### src/rtl/dvi_tmds_encoder.sv
// Three-channel DVI TMDS encoder.
// Each channel first turns expanded 8-bit colour into a transition-minimised
// 9-bit word. It then DC-balances that word into a 10-bit symbol, using a
// running disparity counter kept per channel. During blanking each channel
// emits one of four control symbols, and the disparity counter is cleared.
// Channel 0 (blue) carries {vsync,hsync} in blanking; channels 1 and 2 carry 00.
// Latency is two pixel clocks, with one symbol per channel per clock.
module dvi_tmds_encoder #(
  parameter int BPC = 5
) (
  input  logic           clk_pix,
  input  logic           rst_pix,
  input  logic           de,
  input  logic           hsync,
  input  logic           vsync,
  input  logic [BPC-1:0] r,
  input  logic [BPC-1:0] g,
  input  logic [BPC-1:0] b,
  output logic [9:0]     tmds_ch0,
  output logic [9:0]     tmds_ch1,
  output logic [9:0]     tmds_ch2
);

  localparam logic [9:0] CTRL_00 = 10'b1101010100;
  localparam logic [9:0] CTRL_01 = 10'b0010101011;
  localparam logic [9:0] CTRL_10 = 10'b0101010100;
  localparam logic [9:0] CTRL_11 = 10'b1010101011;

  if (BPC < 4 || BPC > 8) begin : g_bad_bpc
    $error("dvi_tmds_encoder: BPC must be in 4..8");
  end

  // Widen to 8 bits by repeating the MSBs into the vacated LSBs. The guard
  // bit keeps the zero-fill non-empty when BPC is 8.
  function automatic logic [7:0] expand(input logic [BPC-1:0] x);
    logic [16:0] rep;
    rep = {x, x, {(17 - 2 * BPC){1'b0}}};
    return rep[16:9];
  endfunction

  function automatic logic [3:0] popcount8(input logic [7:0] v);
    logic [3:0] n;
    n = '0;
    for (int i = 0; i < 8; i++) n = n + {3'b000, v[i]};
    return n;
  endfunction

  // Transition minimisation: pick the XOR or XNOR chain, whichever yields
  // fewer transitions. Bit 8 records which chain was used (1 means XOR).
  function automatic logic [8:0] minimise(input logic [7:0] d);
    logic [3:0] n1;
    logic       use_xnor;
    logic [8:0] q;
    n1       = popcount8(d);
    use_xnor = (n1 > 4'd4) || (n1 == 4'd4 && !d[0]);
    q        = '0;
    q[0]     = d[0];
    for (int i = 1; i < 8; i++) q[i] = use_xnor ? ~(q[i-1] ^ d[i]) : (q[i-1] ^ d[i]);
    q[8]     = ~use_xnor;
    return q;
  endfunction

  function automatic logic [9:0] ctrl_symbol(input logic [1:0] c);
    logic [9:0] s;
    case (c)
      2'b00:   s = CTRL_00;
      2'b01:   s = CTRL_01;
      2'b10:   s = CTRL_10;
      default: s = CTRL_11;
    endcase
    return s;
  endfunction

  logic [7:0] d8 [3];
  assign d8[0] = expand(b);
  assign d8[1] = expand(g);
  assign d8[2] = expand(r);

  // ---- stage 1: transition-minimised word, with de/ctrl alongside ----
  logic [8:0] qm_d [3];
  logic [8:0] qm_q [3];
  logic       de_q;
  logic [1:0] ctrl_q;

  // Combinational minimisation of each channel's expanded colour
  always_comb begin
    for (int c = 0; c < 3; c++) qm_d[c] = minimise(d8[c]);
  end

  // Minimised data register; data path carries no reset
  always_ff @(posedge clk_pix) begin
    for (int c = 0; c < 3; c++) qm_q[c] <= qm_d[c];
  end

  // Control register for de and blue-channel sync
  always_ff @(posedge clk_pix or posedge rst_pix) begin
    if (rst_pix) begin
      de_q   <= 1'b0;
      ctrl_q <= 2'b00;
    end else begin
      de_q   <= de;
      ctrl_q <= {vsync, hsync};
    end
  end

  // ---- stage 2: DC balancing and control symbol insertion ----
  logic [9:0]        sym_d [3];
  logic [9:0]        sym_q [3];
  logic signed [4:0] cnt_d [3];
  logic signed [4:0] cnt_q [3];

  // Choose the symbol that pulls running disparity towards zero
  always_comb begin
    logic [3:0]        n1q;
    logic signed [5:0] diff;
    logic signed [5:0] cnt6;
    logic signed [5:0] nxt;
    logic [8:0]        qm;
    for (int c = 0; c < 3; c++) begin
      qm   = qm_q[c];
      n1q  = popcount8(qm[7:0]);
      diff = $signed({1'b0, n1q, 1'b0}) - 6'sd8;
      cnt6 = {cnt_q[c][4], cnt_q[c]};
      nxt  = '0;
      sym_d[c] = ctrl_symbol((c == 0) ? ctrl_q : 2'b00);
      if (de_q) begin
        if (cnt_q[c] == 5'sd0 || diff == 6'sd0) begin
          if (qm[8]) begin
            sym_d[c] = {2'b01, qm[7:0]};
            nxt      = cnt6 + diff;
          end else begin
            sym_d[c] = {2'b10, ~qm[7:0]};
            nxt      = cnt6 - diff;
          end
        end else if ((!cnt_q[c][4] && diff > 6'sd0) || (cnt_q[c][4] && diff < 6'sd0)) begin
          sym_d[c] = {1'b1, qm[8], ~qm[7:0]};
          nxt      = cnt6 + (qm[8] ? 6'sd2 : 6'sd0) - diff;
        end else begin
          sym_d[c] = {1'b0, qm[8], qm[7:0]};
          nxt      = cnt6 - (qm[8] ? 6'sd0 : 6'sd2) + diff;
        end
      end
      cnt_d[c] = nxt[4:0];
    end
  end

  // Output symbols and disparity counters
  always_ff @(posedge clk_pix or posedge rst_pix) begin
    if (rst_pix) begin
      for (int c = 0; c < 3; c++) begin
        sym_q[c] <= CTRL_00;
        cnt_q[c] <= 5'sd0;
      end
    end else begin
      for (int c = 0; c < 3; c++) begin
        sym_q[c] <= sym_d[c];
        cnt_q[c] <= cnt_d[c];
      end
    end
  end

  assign tmds_ch0 = sym_q[0];
  assign tmds_ch1 = sym_q[1];
  assign tmds_ch2 = sym_q[2];

endmodule

### config.mk
export PLATFORM = sky130hd
export DESIGN_NAME = dvi_tmds_encoder
export DESIGN_NICKNAME = d
export VERILOG_FILES = /design/src/rtl/dvi_tmds_encoder.sv
export SDC_FILE = /design/constraint.sdc
export NUM_CORES = 1
export LEC_CHECK = 0
export ABC_AREA = 1
export CORE_MARGIN = 2
export CORE_UTILIZATION = 35
export DETAILED_ROUTE_END_ITERATION = 12
export GPL_ROUTABILITY_DRIVEN = 0
export PLACE_DENSITY = 0.61
export SLEW_MARGIN = 30
export SYNTH_ARGS = -nofsm -noshare
export SYNTH_HDL_FRONTEND = slang
export SYNTH_SLANG_ARGS = --single-unit
export TNS_END_PERCENT = 10
### constraint.sdc
create_clock -name clk_pix -period 5.3 [get_ports clk_pix]
set_input_delay 1.06 -clock clk_pix [delete_from_list [all_inputs] [get_ports clk_pix]]
set_output_delay 1.06 -clock clk_pix [all_outputs]
set_load 0.01 [all_outputs]
==> metrics.md <==
| Metric | Value |
|---|---|
| Outcome | finished clean |
| Routed vias/inst | roughly 4.4 |
| IO Port Bufs | 49 |
| Yosys warns | 0 |
| First-pass DRT Iterations | 4 |
| Chip height | around 130 um |
| DIE AREA | ~0.017 mm^2 |
| WP data arrival | roughly 4500 ps |
| Post-CTS setup repair buffer count | 0 |
| Core area | around 0.015 mm^2 |
| Syn Inst Count | 695 |
| Post-synth top cells | nand2_1, inv_1, ha_1, nand3_1, nor2_1 |
| Die X-Extent | ~130 um |
| Antenna violations before repair | 0 |
| WP data required | about 5500 ps |
| Final setup fails | 0 |
| Grt total ovfl | 0 |
| Avg WL per Cell | 11.5 um |
| First-pass GRT wire length | 18900 um |
| ANT nets after route | 0 |
| Sequential fraction of the synthesis area | 0.306 |
| Vias in the first global route | ~4100 |
| Top cell type's share of synthesized area | 0.152 |
| HP Start | qm_q[0][24] |
| Final net count | 866 |
| CTS tree | yes |
| Crit. Startpoint | qm_q[0][18] |
| Ys flop type | dfrtp_1 |
| Max-Slew Margin vs Limit | 0.499 |
| Clk_lat worst skew | roughly 340 ps |
| Sink Count | 72 |
| CTS H-tree lvls | 3 |
| Final hold vios | 0 |
| DP HPWL | between 8000 and 9000 um |
| Vias after detailed routing | roughly 4200 |
| Launching point of the worst reg2reg path | qm_q[0][18] |
| Slew @ Worst Pin | between 700 and 800 ps |
| Fraction of registers with async set/reset | 0.625 |
| Largest family of logic cells by synthesized area | adder cells |
| Row count | 45 |
| R2R Setup Slk | between 1000 and 1500 ps |
| HP Class | reg -> reg |
| Number of flops mapped to enable cells by yosys | 0 |
| Clock Tree Buf Depth | 2 |
| Crit Path Category | reg -> reg |
| CTS-repair resized insts | 0 |
| Clk pin slew, worst setup/hold paths | ~60 ps |
| Total of max-cap violations | 0 |
| Syn avg cell area | ~7.9 um^2 |
| Drt total wl | 11100 um |
| Ports | 50 |
| Max-slew violation count | 0 |
| Synth Area in XOR/XNOR | 0.0588 |
| Post-Syn Nets | 812 |
| Layout cells sized above 1 | 0.0637 |
| Max FO, Critical Path | 3 |
| Min Clock Period, post-route | ~4300 ps |
| Yosys top cell by area | ha_1 |
| DRT iter0 DRCs | approximately 230 |
| DRC Markers | 0 |
| Area Overhead vs Synth | 19.2% |
| Hold Buf Count CTS | 0 |
| CTS root buf | clkbuf_16 |
| Mapped Area | about 0.0055 mm^2 |
| Post-Synth Simple-Gate Area | 0.197 |
| Most frequent cell after synthesis | nand2_1 |
| Largest cells by area after synthesis | ha_1, dfrtp_1, fa_1 |
| Yosys reg bits | 72 |
| Complex-gate fraction of the synthesized area | 0.0610 |
| Largest net degree at the start of global routing | 46 |
| Netlist cell types | 29 |
| Initial Utilization | 0.360 |
| Startpoint types | register |
| Setup TNS | 0 ps |
| Post-route clock period utilization | 0.805 |
| Clock skew | about 6.5 ps |
| GRT Util Overall | 0.144 |
| CTS Buf Count | 9 |
| Mux cell area share after synthesis | 0 |
| N_diodes | 0 |
| Crit end category | register |
| F_max | approximately 230 MHz |
| Post-Synth Adder-Cell Area | 0.261 |
| RSZ-0062 raised after global routing | false |
per-stage QoR:
stage	setup slack [ps]	utilization	instance area [um^2]	cells	hold slack, ps
global route	693	0.429	6570	965	483
finish	1030	0.429	6570	965	454
global placement	1090	0.407	6230	949	437
floorplan	1240	-	5510	695	404
detailed placement	1020	0.407	6240	949	449
CTS	1010	0.429	6570	965	459
sequential cells by signal (all words and copies together), names as in the netlist:
name      count
cnt_q        12
ctrl_q        2
de_q          1
qm_q         27
tmds_ch0     10
tmds_ch1     10
tmds_ch2     10
metal layers:
metal	GRT usage	vias up	routed length (um)
met1	0.196	1940	5640
met2	0.227	60	4990
met4	0.0443	0	102
li1	-	2217	-
met5	0	-	0
met3	0.0355	9	349
worst max-delay path, cell delays in order (launching register included):
cell     delay, ps
dfxtp_1        330
fa_1           530
inv_1           50
fa_1           520
fa_1           480
inv_1           70
ha_1           160
inv_1           50
fa_1           390
inv_1           70
nand2_1         60
nand2_1        110
inv_1           90
ha_1           280
inv_1           50
ha_1           330
a21oi_1        150
nand2_1         80
nand3_1         90
nand3_1         70
a21oi_1        140
nor2_1          60
layout make-up:
cell class | instances | area, um^2
Clock buffer | 10 | 229
Sequential cell | 72 | 1690
Inverter | 160 | 603
Timing Repair Buffer | 50 | 498
Fill cell | 1567 | 8740
Multi-Input combinational cell | 456 | 3190
Clock inverter | 6 | 108
Tap cell | 211 | 264
cell families after synthesis:
family,Yosys count
simple gates,264
buf+inv,167
fa+ha+maj,97
flops,72
compound gates,58
xor+xnor,37
cells in the final DEF, fill, tap and decap left out:
cell type          n
o21a_1             2
clkinvlp_4         1
clkinv_2           2
inv_2              6
nand2_2            2
o21ai_4            1
clkbuf_1           1
clkdlybuf4s50_1   49
o21ai_0           24
nand4_1            3
ha_1              67
dfrtp_1           30
nand2_1          155
nor3_1             1
o21ai_1            8
dfxtp_1           27
xor2_1            19
a31oi_1            1
o211ai_1           4
inv_4              1
or2_2              1
nor2_1            49
nand3_4            1
a21oi_1           13
inv_1            153
clkbuf_16          9
nand3_1           52
bufinv_16          3
o21ai_2            5
xnor2_1           18
buf_4              1
fa_1              30
dfstp_2           15
worst paths after layout:
path	cells after the start	endpoint
max reg2reg	21	cnt_q[4]
max	21	cnt_q[4]
min reg2reg	2	tmds_ch2[6]
min	2	tmds_ch2[6]
max in group asynchronous	2	tmds_ch1[5]
min in group asynchronous	2	tmds_ch1[7]
Power is left out: the tool's default activity adds up to more than one toggle a clock period on the data nets, which glitch-free logic cannot reach.
